--- config.mk ---
export PLATFORM = sky130hd
export DESIGN_NAME = cflog_drain
export DESIGN_NICKNAME = d
export VERILOG_FILES = /design/src/rtl/cflog_drain.sv
export SDC_FILE = /design/constraint.sdc
export NUM_CORES = 1
export LEC_CHECK = 0
export ABC_AREA = 1
export CAP_MARGIN = 20
export CORE_UTILIZATION = 48
export CTS_CLUSTER_DIAMETER = 150
export CTS_CLUSTER_SIZE = 16
export DETAILED_ROUTE_END_ITERATION = 16
export GPL_ROUTABILITY_DRIVEN = 0
export PLACE_DENSITY_LB_ADDON = 0.12
export SLEW_MARGIN = 0
export SYNTH_ARGS = -nofsm -noshare
export SYNTH_HDL_FRONTEND = slang
export SYNTH_SLANG_ARGS = --single-unit
--- constraint.sdc ---
create_clock -name mclk -period 1.5 [get_ports mclk]
set_input_delay 0.225 -clock mclk [delete_from_list [all_inputs] [get_ports mclk]]
set_output_delay 0.225 -clock mclk [all_outputs]
set_load 0.005 [all_outputs]
--- src/rtl/cflog_drain.sv ---
// cflog_drain: reads the Control-Flow Log out through a synchronous read port
// and streams it as a framed dump (magic, count, payload, XOR checksum).
module cflog_drain #(
   parameter logic [15:0] CFLOW_LOGS_SIZE = 16'h0100,
   parameter int          ADDR_MSB        = 8,
   parameter logic [15:0] HDR_MAGIC       = 16'hCF10
) (
   input  logic                mclk,
   input  logic                puc_rst,
   input  logic                flush_req,
   input  logic [15:0]         cflow_logs_ptr,
   output logic                rd_en,
   output logic [ADDR_MSB:0]   rd_addr,
   input  logic [15:0]         rd_data,
   output logic [15:0]         tx_data,
   output logic                tx_valid,
   input  logic                tx_ready,
   output logic                hold_cfa,
   output logic                busy,
   output logic                flush_done,
   output logic                log_clear,
   output logic [2:0]          dbg_state
);

   // Stream handshake: a word moves on each rising mclk where tx_valid and
   // tx_ready are both high; once raised, tx_valid and tx_data hold until then.

   typedef enum logic [2:0] {
      S_IDLE = 3'd0,
      S_HDR  = 3'd1,
      S_CNT  = 3'd2,
      S_RD   = 3'd3,
      S_CAP  = 3'd4,
      S_SEND = 3'd5,
      S_CSUM = 3'd6,
      S_DONE = 3'd7
   } state_t;

   state_t            state;
   state_t            state_nxt;
   logic [15:0]       cnt;
   logic [15:0]       idx;
   logic [15:0]       csum;
   logic [15:0]       word_buf;
   logic [ADDR_MSB:0] rd_addr_q;
   logic              accept;
   logic [15:0]       ptr_clamped;

   assign accept      = tx_valid & tx_ready;
   assign ptr_clamped = (cflow_logs_ptr > CFLOW_LOGS_SIZE) ? CFLOW_LOGS_SIZE : cflow_logs_ptr;

   always_ff @(posedge mclk) begin
      if (puc_rst) begin
         state <= S_IDLE;
      end else begin
         state <= state_nxt;
      end
   end

   always_comb begin
      state_nxt = state;
      case (state)
         S_IDLE: if (flush_req) state_nxt = S_HDR;
         S_HDR:  if (accept) state_nxt = S_CNT;
         S_CNT:  if (accept) state_nxt = (cnt == 16'd0) ? S_CSUM : S_RD;
         S_RD:   state_nxt = S_CAP;
         S_CAP:  state_nxt = S_SEND;
         S_SEND: if (accept) state_nxt = ((idx + 16'd1) == cnt) ? S_CSUM : S_RD;
         S_CSUM: if (accept) state_nxt = S_DONE;
         S_DONE: state_nxt = S_IDLE;
         default: state_nxt = S_IDLE;
      endcase
   end

   // The checksum is seeded with the count word; the magic word never enters it.
   always_ff @(posedge mclk) begin
      if (puc_rst) begin
         cnt       <= '0;
         idx       <= '0;
         csum      <= '0;
         word_buf  <= '0;
         rd_addr_q <= '0;
      end else begin
         case (state)
            S_IDLE: begin
               if (flush_req) begin
                  cnt  <= ptr_clamped;
                  idx  <= '0;
                  csum <= '0;
               end
            end
            S_CNT: begin
               if (accept) csum <= cnt;
            end
            S_RD: begin
               rd_addr_q <= idx[ADDR_MSB:0];
            end
            S_CAP: begin
               word_buf <= rd_data;
            end
            S_SEND: begin
               if (accept) begin
                  csum <= csum ^ word_buf;
                  idx  <= idx + 16'd1;
               end
            end
            default: begin
            end
         endcase
      end
   end

   always_comb begin
      tx_data    = '0;
      tx_valid   = 1'b0;
      rd_en      = 1'b0;
      rd_addr    = rd_addr_q;
      flush_done = 1'b0;
      log_clear  = 1'b0;
      busy       = (state != S_IDLE);
      hold_cfa   = (state != S_IDLE);
      dbg_state  = state;
      case (state)
         S_HDR: begin
            tx_data  = HDR_MAGIC;
            tx_valid = 1'b1;
         end
         S_CNT: begin
            tx_data  = cnt;
            tx_valid = 1'b1;
         end
         S_RD: begin
            rd_en   = 1'b1;
            rd_addr = idx[ADDR_MSB:0];
         end
         S_SEND: begin
            tx_data  = word_buf;
            tx_valid = 1'b1;
         end
         S_CSUM: begin
            tx_data  = csum;
            tx_valid = 1'b1;
         end
         S_DONE: begin
            flush_done = 1'b1;
            log_clear  = 1'b1;
         end
         default: begin
         end
      endcase
   end

   a_tx_hold: assert property (@(posedge mclk) disable iff (puc_rst)
      (tx_valid && !tx_ready) |=> (tx_valid && $stable(tx_data)));

   a_rd_range: assert property (@(posedge mclk) disable iff (puc_rst)
      rd_en |-> (16'(rd_addr) < CFLOW_LOGS_SIZE) && (16'(rd_addr) < cnt));

   a_done_clear: assert property (@(posedge mclk) flush_done == log_clear);

endmodule

==> metrics.txt, run 1 <==
Yosys warnings 0; status aborted with a tool error; # hold bufs at CTS 0; Core Rows 33; Avg Cell Area, Syn around 6.4 um2; GRT Total Usage 68.4%; die height 95.4 um; largest net degree at the start of global routing 52; Error [ERROR GRT-0232] Routing congestion too high. Check the congestion heatmap in the GUI.; PortBufs 69; Failed at global routing (5_1_grt); Placed Cells 908; Ports 70; Max Root-Sink Buffers 2; worst endpoint type register data pin; syn nets 696; total grt overflow 3; total CTS buffers 9; Die W around 95 um; cell area after synthesis 4190 um2; register area share after synthesis 36.3%; DP HPWL between 9 and 10 mm; Mapped Cells 659; H-tree lvl count 3; starting density of the core between 50% and 60%; Yosys cell types 30; Yosys reg bits 76; CTS root buf clkbuf_8; worst_ep grt idx[1]$_SDFFE_PP0P_/D; Sink Count 76
cell usage after synthesis, drive strengths merged:
master / n / area share [%]
ha: 1 / 0.30
or2: 10 / 1.5
o21bai: 1 / 0.27
a211oi: 9 / 1.6
dfxtp: 76 / 36
inv: 76 / 6.8
nand4: 14 / 2.1
a21oi: 59 / 7.0
xnor2: 2 / 0.42
o211ai: 2 / 0.36
buf: 12 / 1.9
nand2: 143 / 13
o21ai: 57 / 6.8
xor2: 1 / 0.21
nand3: 73 / 8.8
nor3: 5 / 0.60
clkbuf: 14 / 1.3
nor4: 5 / 0.75
nor2: 99 / 9.8
what timing repair did:
item	CTS
endpoints found under the hold margin	0
buffers inserted	56
endpoints found under the setup margin	99
resized for setup	363
gates cloned	11
pin swaps	65
metrics by stage:
step	setup slack [ns]	area, um2
detailed placement	-0.464	5660
CTS	-0.387	7060
floorplan	-0.0299	4200
global placement	-0.392	5660
kinds of logic after synthesis:
family                   synth area share [%]
flip-flops                               36.3
buffers and inverters                    10.0
AND/OR/NAND/NOR                          36.6
adder cells (fa/ha/maj)                 0.299
XOR/XNOR                                0.627
AO/OA/AOI/OAI                            16.1
metal layers:
metal	track usage, %	GRT overflow
met1	67.6	0
met2	91.1	3
met3	48.5	0
met4	66.2	0
met5	10.1	0
==> inputs of run 2 (changes only) <==
--- a/config.mk
+++ b/config.mk
@@ -7,12 +7,10 @@
 export LEC_CHECK = 0
 export ABC_AREA = 1
 export CAP_MARGIN = 20
-export CORE_UTILIZATION = 48
-export CTS_CLUSTER_DIAMETER = 150
-export CTS_CLUSTER_SIZE = 16
+export CORE_UTILIZATION = 40
 export DETAILED_ROUTE_END_ITERATION = 16
 export GPL_ROUTABILITY_DRIVEN = 0
-export PLACE_DENSITY_LB_ADDON = 0.12
+export PLACE_DENSITY_LB_ADDON = 0.15
 export SLEW_MARGIN = 0
 export SYNTH_ARGS = -nofsm -noshare
 export SYNTH_HDL_FRONTEND = slang
==> constraint.sdc (replaced) <==
create_clock -name mclk -period 2 [get_ports mclk]
set_input_delay 0.3 -clock mclk [delete_from_list [all_inputs] [get_ports mclk]]
set_output_delay 0.3 -clock mclk [all_outputs]
set_load 0.005 [all_outputs]
==> metrics.txt, run 2 <==
Avg Cell Area, Syn 6.36 um2 (unchanged); Post-synth EDFFs 0 (unchanged); min Tclk post-route roughly 2.1 ns; PD cells approximately 990 nW/um2; Die W 104 um (was 95.4 um); CP endpoint rd_addr[8]; total CTS buffers 9 (unchanged); Area growth, synth to finish 38.2%; top cells by area, synth dfxtp_1 36%, nand2_1 13%, nand3_1 8.6%, nor2_1 8.2%, a21oi_1 7.0% (unchanged); layout cells sized above 1 approximately a quarter; most frequent cells after synthesis 141 x nand2_1, 91 x nor2_1, 76 x dfxtp_1 (unchanged); Mapped Cells 659 (unchanged); later-pin clock latency in the skew report approximately 0.36 ns; vias in the first global route between 4000 and 5000; register area share after synthesis 36.3% (unchanged); Yosys reg bits 76 (unchanged); P_sw ~2.3 mW; Worst Tran Pin Value just over 0.7 ns; P_int 3.41 mW; Reg2Reg Setup Slack roughly 0.12 ns; Max Root-Sink Buffers 2 (unchanged); Final ANT Viol Nets 0; worst-path fanout max 10; Yosys warnings 0 (unchanged); Synth Flop Type dfxtp_1 (unchanged); Remaining DRCs 0; WHS around 0.48 ns; CTS tree yes; Synth area leader dfxtp_1 (unchanged); routed via count ~4700; required time worst endpoint 1.70 ns; Sw Share 40.7%; P_leak about 2.6 nW; CTS root buf clkbuf_8 (unchanged); H-tree lvl count 3 (unchanged); Yosys cell types 30 (unchanged); Total Nets Final ~800; number of diodes 0; routed len/inst 14.1 um; drt total wl 12.7 mm; DP HPWL 8.66 mm (was 9.35 mm); count leader, synth nand2_1 (unchanged); Die Footprint between 10000 and 15000 um2; Ports 70 (unchanged); RSZ-0062 raised after global routing yes; most frequent cells in the layout 132 x nand2_1, 76 x nor2_1, 68 x dfxtp_1; total grt overflow 0; Hold Fails Final Rpt 0; PortBufs 69 (unchanged); largest net degree at the start of global routing 52; Setup-failing EPs final 4; most common cell after layout, fill and taps aside nand2_1; reg2reg path depth 12; DRT Pass-1 Iters 5; # hold bufs at CTS 0 (unchanged); status finished, violations left (was aborted with a tool error); CP startpoint dbg_state[1]; cell area after synthesis 4190 um2 (unchanged); DP Area 5150 um2 (was 5660 um2); MaxCap Viol Count 0; first-pass GRT wire length approximately 21 mm; worst rel slew slack slightly above 50%; Max Slew Vio Count 0; Crit. End Element output port; Core ar. ~10000 um2; Worst R2R Start dbg_state[1]; failing checks negative setup slack; reg2reg end csum[11]; worst vdd rail ir drop 773 uV; worst hold path type register to register; Highest Clock Rate 474 MHz; register area approximately 1500 um2; initial detailed-routing violation count approximately 240; syn nets 696 (unchanged); Sink Count 76 (unchanged); clock power share a little under a fifth; filler cell count 1000; Vias/cell approximately 5.2; die height 104 um (was 95.4 um); Fin Clk Skew about 0.007 ns; Comb power frac a little under half; post-route design area 5790 um2; critical path arrival 1.81 ns; Flop pwr share around a third; final worst slack -0.109 ns; ys async rst share 0% (unchanged); worst setup path class register to output port; Core Rows 36 (was 33); Clock Pin Slew Worst Setup and Hold Paths ~0.080 ns; multi-input logic area 2550 um2; Yosys top cell area share 36.3% (unchanged); starting density of the core 42.1% (was 50.2%); final critical-path share of the clock period 105%; critical path startpoint category register; GRT Total Usage 23.6%; initial antenna violation count 0
run 2: worst max-delay path, stage by stage, from the launching register on:
cell and delay, ns:
dfxtp_2 0.36, inv_2 0.06, nor2_4 0.17, nand2_8 0.09, buf_12 0.16, o21ai_2 0.12
inv_1 0.05, clkdlybuf4s50_1 0.43
run 2: area by class of cell:
class / instances / area share (%)
Timing Repair Buffer: 120 / 18.3
Sequential cell: 76 / 26.5
Clock inverter: 4 / 0.432
Inverter: 76 / 5.14
Timing Repair inverter: 1 / 0.130
Multi-Input combinational cell: 481 / 44.1
Tap cell: 133 / 2.87
Clock buffer: 12 / 2.51
run 2: worst min path at each step:
stage          startpoint     endpoint  slack (ns)  cells after the start
3_3_place_gp      idx[15]      idx[15]        0.46                      2
5_1_grt           cnt[15]      cnt[15]        0.50                      2
2_1_floorplan  rd_data[0]  word_buf[0]        0.43                      2
6_report          cnt[15]      cnt[15]        0.48                      2
3_5_place_dp      cnt[15]      cnt[15]        0.46                      2
4_1_cts           cnt[15]      cnt[15]        0.47                      2
run 2: routing by layer:
metal	share of wire (%)	vias to the layer above	track usage, %
met4	2.2	0	9.49
met1	44	2175	28.2
met3	4.5	21	4.57
li1	-	2366	-
met5	0	-	0
met2	49	136	41.4
run 2: through the flow:
stage	setup WS, ns	utilization, %	total power [mW]	instances	TNS [ns]
2_1_floorplan	0.395	-	3.17	659	0
3_3_place_gp	0.0372	51.8	4.29	866	0
3_5_place_dp	-0.000529	51.8	4.31	866	-0.000529
4_1_cts	-0.167	55.6	5.53	892	-1.30
5_1_grt	-0.211	58.2	6.13	903	-1.24
6_report	-0.109	58.2	5.75	903	-0.149
run 2: power groups by stage:
stage	registers [mW]	clock network, mW	logic [mW]
after floorplan	1.89	0	1.28
after global routing	1.97	1.17	3.00
after CTS	1.93	1.09	2.52
final	1.94	1.07	2.74
after global placement	1.92	0	2.37
after detailed placement	1.93	0	2.38
run 2: cells by family (layout without fill, tap and decap cells):
family / Yosys count / after routing / synth area share, %
simple gates: 349 / 349 / 36.6
buf+inv: 102 / 213 / 10.0
compound gates: 128 / 128 / 16.1
flops: 76 / 76 / 36.3
fa+ha+maj: 1 / 1 / 0.299
xor+xnor: 3 / 3 / 0.627
run 2: what timing repair did:
item,in CTS,in global routing
pin swaps,10,8
resized for setup,143,64
cloned,3,0
buffers inserted,7,13
setup endpoints to repair,30,53
Note: power is estimated with default switching activity, not from simulation.
==> inputs of run 3 (changes only) <==
--- a/config.mk
+++ b/config.mk
@@ -7,8 +7,9 @@
 export LEC_CHECK = 0
 export ABC_AREA = 1
 export CAP_MARGIN = 20
-export CORE_UTILIZATION = 40
+export CORE_UTILIZATION = 25
 export DETAILED_ROUTE_END_ITERATION = 16
+export DONT_BUFFER_PORTS = 1
 export GPL_ROUTABILITY_DRIVEN = 0
 export PLACE_DENSITY_LB_ADDON = 0.15
 export SLEW_MARGIN = 0
==> constraint.sdc (replaced) <==
create_clock -name mclk -period 2.2 [get_ports mclk]
set_input_delay 0.33 -clock mclk [delete_from_list [all_inputs] [get_ports mclk]]
set_output_delay 0.33 -clock mclk [all_outputs]
set_load 0.005 [all_outputs]
==> metrics.txt, run 3 (same netlist as run 2, synthesis figures left out) <==
most frequent cells in the layout 141 x nand2_1, 88 x nor2_1, 75 x dfxtp_1 (was 132 x nand2_1, 76 x nor2_1, 68 x dfxtp_1); Core ar. 16100 um2 (was 9950 um2); Fin Setup TNS 0 ns (was -0.149 ns); Core Rows 46 (was 36); P_int 3.07 mW (was 3.41 mW); worst-path fanout max 12 (was 10); first-pass GRT wire length 20.6 mm (was 20.8 mm); P_sw 1.94 mW (was 2.34 mW); DRT Pass-1 Iters 5 (unchanged); largest net degree at the start of global routing 53 (was 52); drt total wl 13.0 mm (was 12.7 mm); worst setup path class register to output port (unchanged); GRT Total Usage 15.1% (was 23.6%); PD cells 1050 nW/um2 (was 993 nW/um2); multi-input logic area 2260 um2 (was 2550 um2); Clock Pin Slew Worst Setup and Hold Paths 0.07 ns (was 0.08 ns); Area growth, synth to finish 14.4% (was 38.2%); MaxCap Viol Count 0 (unchanged); WP depth 6 (was 7); required time worst endpoint 1.87 ns (was 1.70 ns); later-pin clock latency in the skew report 0.33 ns (was 0.36 ns); reg2reg path depth 9 (was 12); Ports 70 (unchanged); CP max stage cell dfxtp_1 (was clkdlybuf4s50_1); critical path's top delay family simple AND/OR/NAND/NOR gates (was buffers and inverters); Max Root-Sink Buffers 2 (unchanged); Worst Tran Pin Value 0.487 ns (was 0.721 ns); Total Nets Final 698 (was 802); initial antenna violation count 0 (unchanged); Max Slew Vio Count 0 (unchanged); routed len/inst 14.7 um (was 14.1 um); Hold Fails Final Rpt 0 (unchanged); critical path startpoint category register (unchanged); RSZ-0062 raised after global routing yes (unchanged); vias in the first global route 3884 (was 4370); register area 1520 um2 (was 1530 um2); CTS tree yes (unchanged); min Tclk post-route between 2 and 2.5 ns; Highest Clock Rate just under 500 MHz; total CTS buffers 9 (unchanged); non-filler instance count after layout 882 (was 903); final critical-path share of the clock period a little over nine tenths; WHS 0.0656 ns (was 0.476 ns); die height 131 um (was 104 um); Final ANT Viol Nets 0 (unchanged); Placed Cells 863 (was 866); Flop pwr share 34.9% (was 33.7%); P_leak 1.97 nW (was 2.60 nW); total grt overflow 0 (unchanged); most common cell after layout, fill and taps aside nand2_1 (unchanged); Sw Share 38.8% (was 40.7%); Die Footprint 17300 um2 (was 10900 um2); total power 5.01 mW (was 5.75 mW); Crit. End Element output port (unchanged); DP HPWL 9.60 mm (was 8.66 mm); H-tree lvl count 3 (unchanged); Critical Path, Cell by Cell nand2_1 > nor2_2 > clkinvlp_4 > nor2_1 > a21oi_1 > nand3_1 (was inv_2 > nor2_4 > nand2_8 > buf_12 > o21ai_2 > inv_1 > clkdlybuf4s50_1); Worst path max stage delay 0.41 ns (was 0.43 ns); Fin Clk Skew 0.00783 ns (was 0.00699 ns); worst vdd rail ir drop 513 uV (was 773 uV); layout cells sized above 1 10.1% (was 23.5%); initial detailed-routing violation count 292 (was 242); WP buf/inv 1 (was 4); Finished Core Util 29.7% (was 58.2%); routed via count 4157 (was 4698); PortBufs 0 (was 69); Comb power frac 32.8% (was 47.7%); worst hold path type input port to register (was register to register); worst rel slew slack 67.5% (was 51.9%); critical path arrival 1.74 ns (was 1.81 ns); filler cell count 1815 (was 1000); starting density of the core 26.0% (was 42.1%); Vias/cell 4.71 (was 5.20); Sink Count 76 (unchanged); Setup-failing EPs final 0 (was 4); hold-critical path depth 1 (was 2); number of diodes 0 (unchanged); clock power share 32.3% (was 18.6%); status complete, no violations (was finished, violations left); CTS root buf clkbuf_16 (was clkbuf_8); Die W 131 um (was 104 um); Remaining DRCs 0 (unchanged)
[run 3: cell types whose count changed in the layout (fill, tap and decap cells not counted), moves of 9 or more]
cell / delta
clkdlybuf4s50_1: -38
buf_4: -24
buf_2: -17
nor2_1: +12
o21ai_0: +11
clkbuf_8: -10
nand3_1: +10
nand3_2: -10
o21ai_2: -10
clkbuf_16: +9
nand2_1: +9
[run 3: power by group through the flow]
stage	registers (mW)	logic, mW	clock network (mW)
after floorplan	1.72	1.16	0
after global placement	1.78	1.61	0
final	1.75	1.64	1.62
after global routing	1.78	1.85	1.70
after CTS	1.75	1.63	1.65
after detailed placement	1.78	1.63	0
[run 3: what timing repair did]
action | 4_1_cts | 5_1_grt
setup buffers | 0 | 2
endpoints found under the setup margin | 0 | 17
gates resized for setup | 0 | 9
hold buffers | 0 | 0
[run 3: final timing paths]
kind | end | slack [ns] | start
setup / recovery | tx_data[8] | 0.13 | dbg_state[1]
hold / removal | rd_addr_q[4] | 0.07 | puc_rst
setup reg to reg | cnt[8] | 0.17 | dbg_state[1]
hold reg to reg | idx[15] | 0.47 | idx[15]
[run 3: through the flow]
| stage | cell area, um2 | worst slack (ns) |
|---|---|---|
| CTS | 4750 | 0.0499 |
| finish | 4790 | 0.126 |
| detailed placement | 4430 | 0.183 |
| floorplan | 4190 | 0.565 |
| global placement | 4430 | 0.188 |
| global route | 4790 | -0.0318 |
[run 3: cell type report]
type                       instances  share of cell area (%)
multi-input combinational        481                    47.2
sequential                        76                    31.8
inverter                          76                    6.11
tap                              216                    5.64
clock buffer                      11                    4.86
timing repair buffer              16                    2.51
clock inverter                     5                    1.78
timing repair inverter             1                   0.157
[run 3: layer usage]
metal | global-route usage [%] | vias to the layer above | part of all wire [%]
li1 | - | 2154 | -
met1 | 19.6 | 1895 | 48
met5 | 0 | - | 0
met2 | 23.9 | 100 | 45
met3 | 4.78 | 8 | 6.1
met4 | 3.81 | 0 | 0.95
